$ cat config.mk
export PLATFORM = sky130hd
export DESIGN_NAME = car_motion_fsm
export DESIGN_NICKNAME = d
export VERILOG_FILES = /design/src/rtl/car_motion_fsm.sv
export SDC_FILE = /design/constraint.sdc
export NUM_CORES = 1
export LEC_CHECK = 0
export ABC_AREA = 1
export CORE_MARGIN = 4
export CORE_UTILIZATION = 29
export DETAILED_ROUTE_END_ITERATION = 10
export SKIP_LAST_GASP = 1
export SYNTH_ARGS = -nofsm -noshare
export SYNTH_HDL_FRONTEND = slang
export SYNTH_SLANG_ARGS = --single-unit
$ cat constraint.sdc
create_clock -name clk -period 1.97 [get_ports clk]
set_input_delay 0.2955 -clock clk [delete_from_list [all_inputs] [get_ports clk]]
set_output_delay 0.2955 -clock clk [all_outputs]
set_load 0.05 [all_outputs]
$ cat src/rtl/car_motion_fsm.sv
// Carriage motion and door sequencer: times floor-to-floor travel and door dwell, reports floor and arrival pulse.
// Latency: IDLE->MOVE 1 cycle, TRAVEL_CYCLES per floor, CHECK+DOOR 2 cycles after a floor change; no backpressure.
module car_motion_fsm #(
    parameter int NUM_FLOORS    = 8,
    parameter int FLOOR_W       = 3,
    parameter int TRAVEL_CYCLES = 16,
    parameter int DOOR_CYCLES   = 32
) (
    input  logic                  clk,
    input  logic                  reset,
    input  logic                  should_move,
    input  logic                  direction,
    input  logic [NUM_FLOORS-1:0] call_inside,
    input  logic [NUM_FLOORS-1:0] call_up,
    input  logic [NUM_FLOORS-1:0] call_down,
    output logic [FLOOR_W-1:0]    cur_floor,
    output logic                  floor_reached,
    output logic                  door_open,
    output logic                  moving,
    output logic                  motor_dir,
    output logic [1:0]            state_out
);

    localparam int TRAV_W = $clog2(TRAVEL_CYCLES);
    localparam int DOOR_W = $clog2(DOOR_CYCLES);
    localparam logic [TRAV_W-1:0]  TRAV_LAST = TRAV_W'(TRAVEL_CYCLES - 1);
    localparam logic [DOOR_W-1:0]  DOOR_LAST = DOOR_W'(DOOR_CYCLES - 1);
    localparam logic [FLOOR_W-1:0] TOP_FLOOR = FLOOR_W'(NUM_FLOORS - 1);

    typedef enum logic [1:0] {
        IDLE  = 2'd0,
        MOVE  = 2'd1,
        CHECK = 2'd2,
        DOOR  = 2'd3
    } state_t;

    state_t              state, state_nxt;
    logic [FLOOR_W-1:0]  floor_nxt;
    logic                dir_nxt;
    logic [TRAV_W-1:0]   travel_cnt, travel_nxt;
    logic [DOOR_W-1:0]   door_cnt, door_nxt;
    logic                reached_nxt;
    logic [2:0]          prev_calls;

    logic [NUM_FLOORS-1:0] any_call;
    logic [2:0]            cur_calls;
    logic                  here;
    logic                  beyond_up;
    logic                  beyond_dn;
    logic                  at_top;
    logic                  at_bot;
    logic                  stop_here;
    logic                  call_rise;
    logic                  can_depart;

    assign any_call  = call_inside | call_up | call_down;
    assign cur_calls = {call_inside[cur_floor], call_up[cur_floor], call_down[cur_floor]};
    assign here      = |cur_calls;
    assign at_top    = (cur_floor == TOP_FLOOR);
    assign at_bot    = (cur_floor == '0);
    // A new call at the current floor while the door is open extends the dwell.
    assign call_rise = |(cur_calls & ~prev_calls);

    always_comb begin
        beyond_up = 1'b0;
        beyond_dn = 1'b0;
        for (int i = 0; i < NUM_FLOORS; i++) begin
            if (any_call[i] && (i > int'(cur_floor))) beyond_up = 1'b1;
            if (any_call[i] && (i < int'(cur_floor))) beyond_dn = 1'b1;
        end
    end

    assign can_depart = should_move && !(direction && at_top) && !(!direction && at_bot);

    assign stop_here = call_inside[cur_floor]
                     | ( motor_dir & call_up[cur_floor])
                     | (~motor_dir & call_down[cur_floor])
                     | ( motor_dir & (~beyond_up | at_top))
                     | (~motor_dir & (~beyond_dn | at_bot));

    always_comb begin
        state_nxt  = state;
        floor_nxt  = cur_floor;
        dir_nxt    = motor_dir;
        travel_nxt = travel_cnt;
        door_nxt   = door_cnt;
        case (state)
            IDLE: begin
                if (here) begin
                    state_nxt = DOOR;
                    door_nxt  = '0;
                end else if (can_depart) begin
                    state_nxt  = MOVE;
                    dir_nxt    = direction;
                    travel_nxt = '0;
                end
            end
            MOVE: begin
                if (travel_cnt == TRAV_LAST) begin
                    travel_nxt = '0;
                    floor_nxt  = motor_dir ? cur_floor + FLOOR_W'(1) : cur_floor - FLOOR_W'(1);
                    state_nxt  = CHECK;
                end else begin
                    travel_nxt = travel_cnt + TRAV_W'(1);
                end
            end
            CHECK: begin
                if (stop_here) begin
                    if (here) begin
                        state_nxt = DOOR;
                        door_nxt  = '0;
                    end else begin
                        state_nxt = IDLE;
                    end
                end else begin
                    state_nxt = MOVE;
                end
            end
            DOOR: begin
                if (call_rise) begin
                    door_nxt = '0;
                end else if (door_cnt == DOOR_LAST) begin
                    door_nxt  = '0;
                    state_nxt = IDLE;
                end else begin
                    door_nxt = door_cnt + DOOR_W'(1);
                end
            end
            default: state_nxt = IDLE;
        endcase
        // Pulse only on entry into DOOR, never on a dwell restart.
        reached_nxt = (state_nxt == DOOR) && (state != DOOR);
    end

    always_ff @(posedge clk or negedge reset) begin
        if (!reset) begin
            state         <= IDLE;
            cur_floor     <= '0;
            motor_dir     <= 1'b1;
            travel_cnt    <= '0;
            door_cnt      <= '0;
            floor_reached <= 1'b0;
            prev_calls    <= '0;
        end else begin
            state         <= state_nxt;
            cur_floor     <= floor_nxt;
            motor_dir     <= dir_nxt;
            travel_cnt    <= travel_nxt;
            door_cnt      <= door_nxt;
            floor_reached <= reached_nxt;
            prev_calls    <= cur_calls;
        end
    end

    assign door_open = (state == DOOR);
    assign moving    = (state == MOVE) || (state == CHECK);
    assign state_out = state;

endmodule

# Word-level counts from Yosys, hierarchy flattened
# Index checks and enable logic that the tools add are counted.
# op_classes
addsub,4
magnitude_cmp,15
n_eq_ne,11
bitwise,18
n_reduce_logical,33
muxes,38
# op_table
cell,n
2-to-1 mux 5 bit,4
logical AND 1 bit,19
2-to-1 mux 1 bit,17
OR 8 bit,2
case mux 5 bit (3 select lines),1
2-to-1 mux 2 bit,7
> comparator 3 bit (first input constant),4
2-to-1 mux 4 bit,3
binary-select mux 1 bit (select 3 bit),3
less-than comparator 3 bit (first input constant),3
inequality test 2 bit (second input constant),4
case mux 2 bit (4 select lines),1
case mux 4 bit (2 select lines),1
== test 2 bit (second input constant),3
> comparator 2 x 3 -> 1 bit (first input constant),2
less-than comparator 1 x 3 -> 1 bit (first input constant),2
less-than comparator 2 x 3 -> 1 bit (first input constant),2
OR 1 bit,6
AND reduction 3 bit,2
OR reduction 3 bit,2
adder 5 x 1 -> 5 bit (second input constant),1
== test 5 bit (second input constant),1
adder 4 x 1 -> 4 bit (second input constant),1
AND 1 bit,4
18 further kinds,24
# totals
out_inout_bits,9
register_bits,19
in_bits,28

# Longest topological paths before layout
# depth
depth_word,19
ltp_mapped,17
depth_no_buf,15

# Worst setup path before layout
# No wires, ideal clock.
# synth_path
path_type,register to register
start,register cur_floor[0]
end,register door_cnt[3]
path_stages_with_launch,13
setup_ps,129
slack_ps,-147
arrival_ps,1988
n_path_buf,2
required_ps,1841
path_cell_list,dfrtp_1 -> buf_6 -> inv_4 -> buf_6 -> ha_1 -> nand2_1 -> nand2_1 -> nor3_1 -> nand2_1 -> nand2_1 -> nand2_2 -> o21bai_4 -> o21ai_0
# synth_via
elab_chain_cells,16
# synth_rtl
item,line_no,source
start: declaration,16,"output logic [FLOOR_W-1:0] cur_floor,"
start signal: assignment,146,cur_floor <= floor_nxt;
> comparator 1 x 3 -> 1 bit,68,if (any_call[i] && (i > int'(cur_floor))) beyond_up = 1'b1;
logical AND 1 bit,68,
2-to-1 mux 1 bit (7 in a row),68,
inverter 1 bit,78,| ( motor_dir & (~beyond_up | at_top))
OR 1 bit,78,
AND 1 bit,78,
OR 1 bit,78,
OR 1 bit,79,| (~motor_dir & (~beyond_dn | at_bot));
inequality test 2 bit (no line),-,
AND reduction 2 bit (no line),-,
end signal: assignment,149,door_cnt <= door_nxt;
end: declaration,41,"logic [DOOR_W-1:0] door_cnt, door_nxt;"
# Several ways; a longest one is shown, not always the timed one. The select of a mux whose other input is x is not followed.
# A chain may end at the register's enable or synchronous reset.

# Worst setup path after layout
# layout_path
start,register cur_floor[1]
end,register floor_reached
# layout_via
elab_chain_cells,18
# layout_rtl
item,line_no,source
> comparator 1 x 3 -> 1 bit,68,
logical AND 1 bit,68,
2-to-1 mux 1 bit (7 in a row),68,
inverter 1 bit,78,
OR 1 bit,78,
AND 1 bit,78,
OR 1 bit,78,
OR 1 bit,79,
2-to-1 mux 2 bit,108,if (stop_here) begin
case mux 2 bit (4 select lines) (*),87,case (state)
net state_nxt[0],37,"state_t state, state_nxt;"
== test 2 bit (*),132,reached_nxt = (state_nxt == DOOR) && (state != DOOR);
logical AND 1 bit (*),132,
net reached_nxt,42,logic reached_nxt;
end signal: assignment,150,floor_reached <= reached_nxt;
end: declaration,17,"output logic floor_reached,"
# Mark *: on every way through the listed nets, which the timed path passes. The rest lies on a longest branch. The select of a mux whose other input is x is not followed.

==> metrics.yaml <==
status: "finished, final reports clean"
synth-seq-cells: 19
cts_hold_repair.buffers: 0
max_freq_ghz: 0.540
wl_met1_um: 2170
tightest_slew_ns: 0.495
drc: 0
rsz0062_at_grt: "true"
path_class: "register to register"
ios: 37
synthAdderAreaFrac_pct: 9.15
synth-compound-area-share_pct: 8.94
p_per_area_mw_per_mm2: 812
vias: 1794
routedWlPerCell_um: 11.2
synth-simple-area-share_pct: 39.2
rows: 28
syn_area_mm2: 0.00178
cp-start-kind: "register"
syn_inst: 278
r2r-start: "cur_floor[1]$_DFFE_PN0P_"
synth.distinct_cells: 32
cap_violations: 0
maxSlewViolCount: 0
fin_area_mm2: 0.00246
synth-seq-area-share_pct: 26.8
setup.worst_path.end_class: "register"
grt_max_degree: 20
nets: 371
top_layer: "met3"
setup_viol: 0
synth_top_area_share_pct: 25.3
async_reset_ff_share_pct: 100
first_pass_iters: 4
grt-ovfl-total: 0
drt_iter0_markers: 89
synth_edf_count: 0
wl_met3_um: 155
totalWireLength_um: 4530
die_w_um: 86.3
clock-root-buffer: "clkbuf_8"
power.total_mw: 1.99
synth.avg_cell_area_um2: 6.40
diodes: 0
htreeDepth: 1
wl_met2_um: 2200
r2r_setup_slack_ns: 0.12
p_leak_nw: 1.29
tns_ns: 0
clock-sinks: 19
clk_pin_slew_ns: 0.07
cts_inserted_buffers: 3
required_ns: 2.12
syn_nets: 319
synth_top_family_by_area: "simple AND/OR/NAND/NOR gates"
placed_cell_area_mm2: 0.00222
finalCriticalPeriod_ns: 1.85
yosysWarnings: 0
clock_latency_ns: 0.25
area_growth_pct: 38.1
rr_worst_depth: 16
ys.flop_type: "dfrtp_1"
grt.total_usage_pct: 12.2
start_util_pct: 30.0
drive_gt1_share_pct: 19.1
hold_violations: 0
netlist_top_cells_area: "dfrtp_1 (25%), nand2_1 (19%), inv_1 (10%)"
antenna_found_initial: 0
gp_congestion: 0.820
die_area_mm2: 0.00745
io_buffer_count: 36
grt_first_pass_wirelength_um: 7470
post-dp-hpwl_um: 3530
cts_tree: "yes"
r2r-end: "floor_reached$_DFF_PN0_"
via_per_inst: 4.44
post-route-period-util_pct: 94.0
hold_class: "primary input to asynchronous set/reset pin"
cts_buffer_depth: 2
ir_worst_vdd_mv: 1.04
slew-limit-headroom_pct: 66.9
die_h_um: 86.3
core-area_mm2: 0.00592
fin_skew_ns: 0.00168
ant_nets: 0
synth_mux_area_share_pct: 0.563
synthXorXnorAreaFrac_pct: 1.48
grt_pass1_vias: 1703
path_max_fanout: 5
synth_top_area_cell: "dfrtp_1"
arrival_ns: 2.00
==> report_power, final <==
part           switching (mW)  leakage, nW  internal, mW  total [mW]
registers              0.0754        0.242         0.470       0.545
clock network           0.130       0.0228         0.144       0.273
logic                   0.719         1.02         0.457        1.18
total                   0.924         1.29          1.07        1.99
==> cell usage after synthesis, types with 2 or more instances <==
master / count
nand3_1: 26
ha_1: 13
a21oi_1: 4
o21ai_0: 7
nor2_1: 27
inv_2: 2
buf_6: 4
o21ai_1: 5
nand2_2: 4
dfrtp_1: 18
nand4_1: 4
nor2_4: 2
xor2_1: 2
nor3_1: 3
or2_2: 2
nand2_1: 91
inv_1: 49
==> logic make-up after synthesis <==
logic type      after synthesis
simple gates                162
xor+xnor                      3
flops                        19
mux                           1
compound gates               23
fa+ha+maj                    13
buf+inv                      57
==> worst max path at each step <==
stage | from | to | slack [ns] | cells past startpoint
3_3_place_gp | cur_floor[0]$_DFFE_PN0P_ | door_cnt[3]$_DFFE_PN0P_ | 0.04 | 9
5_1_grt | cur_floor[1]$_DFFE_PN0P_ | floor_reached$_DFF_PN0_ | -0.04 | 15
6_report | cur_floor[1]$_DFFE_PN0P_ | floor_reached$_DFF_PN0_ | 0.12 | 16
3_5_place_dp | call_up[6] | travel_cnt[0]$_DFFE_PN0P_ | 0.02 | 12
2_1_floorplan | cur_floor[0]$_DFFE_PN0P_ | door_cnt[3]$_DFFE_PN0P_ | 0.01 | 12
4_1_cts | cur_floor[0]$_DFFE_PN0P_ | door_cnt[4]$_DFFE_PN0P_ | 0.02 | 10
==> timing repair <==
action	in CTS	in global routing
gates resized for setup	0	31
endpoints found under the setup margin	0	12
setup buffers	0	9
endpoints found under the hold margin	0	0
==> layer usage <==
metal | track usage [%] | vias up
li1 | - | 962
met1 | 16.9 | 814
met2 | 20.5 | 18
met3 | 2.57 | 0
met4 | 0.850 | 0
met5 | 0 | -
==> flip-flops by register name, indices dropped and copies added, names as in the netlist <==
signal	flops
motor_dir	1
travel_cnt	4
door_cnt	5
prev_calls	3
floor_reached	1
state_out	2
cur_floor	3
==> placed cells by master (no fill, tap or decap), types with 2 or more instances in the layout <==
master,n
nor2_4,5
clkdlybuf4s50_1,30
nand3_1,24
inv_1,49
o21bai_4,2
ha_1,10
nor2_1,21
nand2_2,7
xor2_1,2
o21ai_0,7
buf_12,2
a21oi_1,4
nand2_1,87
nand4_1,4
buf_4,17
clkbuf_8,3
ha_2,2
o21ai_1,4
nor3_1,2
dfrtp_2,3
nor2_2,4
nand3_2,3
dfrtp_1,15
inv_2,2
==> critical path, cell delays in order, from the launching register on <==
cell and delay (ns):
dfrtp_2 0.45, buf_4 0.16, inv_4 0.08, nor2_4 0.05
nand3_1 0.09, nand2_2 0.09, nor2_4 0.13, buf_4 0.14
nand2_1 0.05, nor2_1 0.08, nor2_1 0.06, nor2_1 0.09
nand2_1 0.05, nand2_1 0.06, nand2_1 0.06, nand2_1 0.06
nor2_1 0.04
==> through the flow <==
| step | util [%] | setup WS, ns | instances | hold slack, ns |
|---|---|---|---|---|
| final | 41.5 | 0.119 | 404 | 0.380 |
| after global routing | 41.5 | -0.0413 | 404 | 0.421 |
| after CTS | 38.3 | 0.0240 | 394 | 0.396 |
| after detailed placement | 37.6 | 0.0157 | 390 | 0.483 |
| after global placement | 37.6 | 0.0417 | 390 | 0.470 |
| after floorplan | - | 0.0104 | 278 | -0.0000911 |
==> final cells by class <==
type,instances,area (um^2)
clock buffer,4,45.0
tap,75,93.8
fill,631,3460
sequential,19,480
inverter,53,206
timing repair buffer,50,473
multi-input combinational,203,1160
Note: power is estimated with default switching activity, not from simulation.
